--- src/rtl/mi_sequencer.sv ---
// Microprogram sequencer for the ARC microcoded datapath: CSAR, MIR and next-address selection.
// Optional single-step mode is enabled by defining MI_SEQ_SINGLE_STEP_EN.
module mi_sequencer #(
    parameter int ADDR_W = 11,
    parameter int WORD_W = 41,
    parameter int IR_W   = 32
) (
    input  logic              MI_SEQ_CLOCK_50,
    input  logic              MI_SEQ_RESET_InLow,
    input  logic [WORD_W-1:0] MI_SEQ_ROM_DATA_InBUS,
    input  logic [IR_W-1:0]   MI_SEQ_IR_InBUS,
    input  logic [3:0]        MI_SEQ_PSR_InBUS,
    input  logic              MI_SEQ_MEM_ACK_In,
`ifdef MI_SEQ_SINGLE_STEP_EN
    input  logic              MI_SEQ_STEP_In,
`endif
    output logic [ADDR_W-1:0] MI_SEQ_ROM_ADDR_OutBUS,
    output logic [WORD_W-1:0] MI_SEQ_MIR_OutBUS,
    output logic              MI_SEQ_EXEC_Out,
    output logic              MI_SEQ_MEM_REQ_Out
);

    typedef enum logic [1:0] {
        S_LOAD = 2'd0,
        S_EXEC = 2'd1,
        S_WAIT = 2'd2
    } state_t;

    state_t              state_q, state_d;
    logic [ADDR_W-1:0]   csar_q, csar_d;
    logic [WORD_W-1:0]   mir_q, mir_d;
    logic [ADDR_W-1:0]   jump_addr;
    logic [ADDR_W-1:0]   decode_addr;
    logic [ADDR_W-1:0]   nxt_addr;
    logic [2:0]          cond;
    logic                mem_op;
    logic                unused_ir;

    assign cond        = mir_q[13:11];
    assign mem_op      = mir_q[19] | mir_q[18];
    assign jump_addr   = ADDR_W'(mir_q[10:0]);
    assign decode_addr = ADDR_W'({1'b1, MI_SEQ_IR_InBUS[31:30], MI_SEQ_IR_InBUS[24:19], 2'b00});
    assign unused_ir   = ^{MI_SEQ_IR_InBUS[29:25], MI_SEQ_IR_InBUS[18:14], MI_SEQ_IR_InBUS[12:0]};

    // Flags and IR are the values present in the advancing cycle, i.e. before this word's own writes land.
    function automatic logic [ADDR_W-1:0] next_addr(
        input logic [ADDR_W-1:0] csar,
        input logic [2:0]        cnd,
        input logic [ADDR_W-1:0] jmp,
        input logic [ADDR_W-1:0] dec,
        input logic [3:0]        psr,
        input logic              ir13
    );
        logic [ADDR_W-1:0] inc;
        inc = csar + ADDR_W'(1);
        case (cnd)
            3'b000:  next_addr = inc;
            3'b001:  next_addr = psr[3] ? jmp : inc;
            3'b010:  next_addr = psr[2] ? jmp : inc;
            3'b011:  next_addr = psr[1] ? jmp : inc;
            3'b100:  next_addr = psr[0] ? jmp : inc;
            3'b101:  next_addr = ir13   ? jmp : inc;
            3'b110:  next_addr = jmp;
            default: next_addr = dec;
        endcase
    endfunction

    assign nxt_addr = next_addr(csar_q, cond, jump_addr, decode_addr,
                                MI_SEQ_PSR_InBUS, MI_SEQ_IR_InBUS[13]);

    always_ff @(posedge MI_SEQ_CLOCK_50) begin
        if (!MI_SEQ_RESET_InLow) begin
            state_q <= S_LOAD;
            csar_q  <= '0;
            mir_q   <= '0;
        end else begin
            state_q <= state_d;
            csar_q  <= csar_d;
            mir_q   <= mir_d;
        end
    end

    always_comb begin
        state_d            = state_q;
        csar_d             = csar_q;
        mir_d              = mir_q;
        MI_SEQ_EXEC_Out    = 1'b0;
        MI_SEQ_MEM_REQ_Out = 1'b0;
        case (state_q)
            S_LOAD: begin
`ifdef MI_SEQ_SINGLE_STEP_EN
                if (MI_SEQ_STEP_In) begin
                    mir_d   = MI_SEQ_ROM_DATA_InBUS;
                    state_d = S_EXEC;
                end
`else
                mir_d   = MI_SEQ_ROM_DATA_InBUS;
                state_d = S_EXEC;
`endif
            end
            S_EXEC: begin
                if (mem_op) begin
                    MI_SEQ_MEM_REQ_Out = 1'b1;
                    MI_SEQ_EXEC_Out    = MI_SEQ_MEM_ACK_In;
                    if (MI_SEQ_MEM_ACK_In) begin
                        csar_d  = nxt_addr;
                        state_d = S_LOAD;
                    end else begin
                        state_d = S_WAIT;
                    end
                end else begin
                    MI_SEQ_EXEC_Out = 1'b1;
                    csar_d          = nxt_addr;
                    state_d         = S_LOAD;
                end
            end
            S_WAIT: begin
                MI_SEQ_MEM_REQ_Out = 1'b1;
                MI_SEQ_EXEC_Out    = MI_SEQ_MEM_ACK_In;
                if (MI_SEQ_MEM_ACK_In) begin
                    csar_d  = nxt_addr;
                    state_d = S_LOAD;
                end
            end
            default: state_d = S_LOAD;
        endcase
    end

    assign MI_SEQ_ROM_ADDR_OutBUS = csar_q;
    assign MI_SEQ_MIR_OutBUS      = mir_q;

endmodule

--- config.mk ---
export PLATFORM = sky130hd
export DESIGN_NAME = mi_sequencer
export DESIGN_NICKNAME = d
export VERILOG_FILES = /design/src/rtl/mi_sequencer.sv
export SDC_FILE = /design/constraint.sdc
export NUM_CORES = 1
export LEC_CHECK = 0
export ABC_AREA = 1
export BUFFER_PORTS_ARGS = -buffer_cell sky130_fd_sc_hd__buf_4
export CORE_UTILIZATION = 30
export DETAILED_ROUTE_END_ITERATION = 7
export PLACE_DENSITY = 0.66
export SLEW_MARGIN = 10
export SYNTH_ARGS = -nofsm -noshare
export SYNTH_HDL_FRONTEND = slang
export SYNTH_SLANG_ARGS = --single-unit
--- constraint.sdc ---
create_clock -name MI_SEQ_CLOCK_50 -period 2.15 [get_ports MI_SEQ_CLOCK_50]
set_clock_uncertainty 0.2 [all_clocks]
set_input_delay 0.3225 -clock MI_SEQ_CLOCK_50 [delete_from_list [all_inputs] [get_ports MI_SEQ_CLOCK_50]]
set_output_delay 0.3225 -clock MI_SEQ_CLOCK_50 [all_outputs]
set_load 0.005 [all_outputs]
==> metrics.txt <==
status complete, no violations; crit path kind flop to output port; FF+latch count, synth 54; first-pass GRT wire length 11300 um; port bufs 110; vias in the first global route 2479; Worst Hold Class primary input to flop; CTS tree done; Finished Core Util 0.444; final worst path period need 2.01 ns; Storage cell area 1080 um^2; footprint of the multi-input gates 1300 um^2; gpl congestion 0.815; # DRC 0; Placement Cell Area 3470 um^2; post-synthesis sequential area ratio 0.427; GRT overflow 0; pin count of the biggest net entering global routing 54; routed vias/inst 4.76; peak supply drop 425 uV; drt total wl 7220 um; fin area 3630 um^2; Reg2Reg Setup Slack 0.21 ns; TritonCTS Sinks 54; Avg Cell Area, Syn 6.92 um^2; DRT antenna net count 0; Final Cycle Share 0.933; Mapped Nets 450; Mapped Area 2530 um^2; Tot GR Track Use 0.161; Worst Path Arrival 1.48 ns; Crit path max-delay family flip-flops; Post-Synthesis Cells 366; slowest stage delay, CP 0.36 ns; max-slew violations 0; end point of the critical path MI_SEQ_MEM_REQ_Out; most frequent cells in the layout buf_4, nor2_1, dfxtp_1, o21ai_0, nand2_1; Crit. End Element output port; worst r2r src state_q[0]; Area contributors post-synth dfxtp_1, nor2_1, o21ai_0, nand2_1, a21oi_1; Starting Density 0.310; R2R cell count 9; Root Driver clkbuf_8; fmax 0.499 GHz; setup_tns 0 ns; Worst-Margin Slew 0.479 ns; clk slew on worst S/H paths 0.11 ns; most common cell after layout, fill and taps aside buf_4; Worst-Skew Late Latency 0.30 ns; Layout area overhead 43.5%; busiest metal layer after global routing met2; crit-path max FO 11; leakage power 1.74 nW; Synth top area share 0.427; Crit-path slowest cell dfxtp_1; Max clock buf depth 2; DRT Pass-1 Iters 4; boundary pin count 134; die width 93.9 um; Iteration-0 DRC Markers 138; DIE HEIGHT 93.9 um; number of antenna violations at the first check in global routing 0; post-synth cell types 31; fill count 853; ant diodes 0; worst path bufs/invs 2; Critical path origin state_q[1]; CP required 1.63 ns; Yosys warning total 0; M1 GR Usage 0.194; nets@finish 556; R2R Path End MI_SEQ_ROM_ADDR_OutBUS[8]; HPWL after detailed placement 5250 um; RSZ-0062 raised after global routing false; H-tree depth 2; wire per inst 12.5 um; power per standard cell area 750 nW/um^2; GR Util met2 0.281; site row count 33; crit-path cells inv_1 -> ha_4 -> o21ai_0 -> nor2_1 -> buf_4; Num CTS Buffers 5; final setup violation count 0; share of layout cells above drive strength 1 0.296; Die Area 8810 um^2; Slew headroom 0.680; hold_buf cts 0; Core ar. 8180 um^2; critical path depth 5; MaxCap Viol Count 0; crit path launch type flop; dominant cell type by area after synthesis dfxtp_1; grt met3 use 0.0429; final hold vios 0; DR vias 2750
-- report_power, final --
group | internal, mW | switching [mW] | leakage [nW] | total (mW)
Combinational | 0.344 | 0.348 | 1.22 | 0.691
Sequential | 1.11 | 0.0955 | 0.449 | 1.20
Clock | 0.497 | 0.333 | 0.0714 | 0.830
Total | 1.95 | 0.776 | 1.74 | 2.73
-- flip-flops by register name (all words and copies together) (netlist names) --
| name | count |
|---|---|
| MI_SEQ_MIR_OutBUS | 41 |
| MI_SEQ_ROM_ADDR_OutBUS | 11 |
| state_q | 2 |
-- metal layers --
metal	share of wire	up-vias
met1	0.43	1269
met3	0.058	8
met5	0	-
met2	0.50	74
met4	0.0097	0
li1	-	1399
-- Yosys cell counts --
master / number
nor3_1: 1
nand2_1: 42
clkbuf_1: 15
nor2_4: 1
nand2_4: 1
a211oi_1: 1
nor2_2: 4
nand3b_1: 1
o21ai_0: 54
o21a_1: 1
inv_1: 25
clkinv_1: 1
ha_1: 4
a21oi_1: 25
nor2_1: 92
nor3b_1: 1
nand4_1: 2
nand2_2: 2
o31ai_1: 1
a311oi_1: 1
a21o_1: 1
nand3_2: 2
buf_6: 1
inv_2: 2
nand3_1: 23
o211ai_1: 2
xor2_1: 3
or2_2: 1
dfxtp_1: 54
or2_1: 1
a31o_2: 1
-- worst min-delay path by stage --
stage                                    startpoint                     to  slack, ns  cells past startpoint
final                      MI_SEQ_ROM_DATA_InBUS[9]   MI_SEQ_MIR_OutBUS[9]       0.03                      3
after global routing      MI_SEQ_ROM_DATA_InBUS[36]  MI_SEQ_MIR_OutBUS[36]       0.02                      3
after CTS                 MI_SEQ_ROM_DATA_InBUS[36]  MI_SEQ_MIR_OutBUS[36]       0.02                      3
after detailed placement       MI_SEQ_MIR_OutBUS[3]   MI_SEQ_MIR_OutBUS[3]       0.27                      2
after global placement         MI_SEQ_MIR_OutBUS[0]   MI_SEQ_MIR_OutBUS[0]       0.27                      2
after floorplan           MI_SEQ_ROM_DATA_InBUS[16]  MI_SEQ_MIR_OutBUS[16]       0.26                      2
-- cell type report --
| class | count | area share |
|---|---|---|
| clock buffer | 6 | 0.0227 |
| clock inverter | 2 | 0.0165 |
| inverter | 28 | 0.0289 |
| multi-input combinational | 268 | 0.357 |
| sequential | 54 | 0.298 |
| tap | 105 | 0.0362 |
| timing repair buffer | 115 | 0.241 |
-- cells by family after synthesis --
family                   synth area share
AO/OA/AOI/OAI                       0.181
XOR/XNOR                           0.0104
adder cells (fa/ha/maj)            0.0198
buffers and inverters              0.0682
flip-flops                          0.427
AND/OR/NAND/NOR                     0.294
-- metrics by stage --
stage | instances | hold WS (ns) | setup slack [ns] | total power, mW
floorplan | 366 | 0.257 | 0.466 | 1.57
global placement | 570 | 0.267 | 0.204 | 1.90
detailed placement | 570 | 0.272 | 0.116 | 1.91
CTS | 578 | 0.0217 | 0.0167 | 2.75
global route | 578 | 0.0151 | 0.00126 | 2.89
finish | 578 | 0.0341 | 0.144 | 2.73
-- tightest hold or removal path, stage by stage --
cell and delay (ns):
buf_4 0.08, nor2_1 0.03, nor2_1 0.08
-- timing repair --
item / CTS / global route
resized for setup: 1 / 3
setup endpoints to repair: 2 / 6
buffers inserted: 0 / 0
Power figures use the tool's default switching activity.
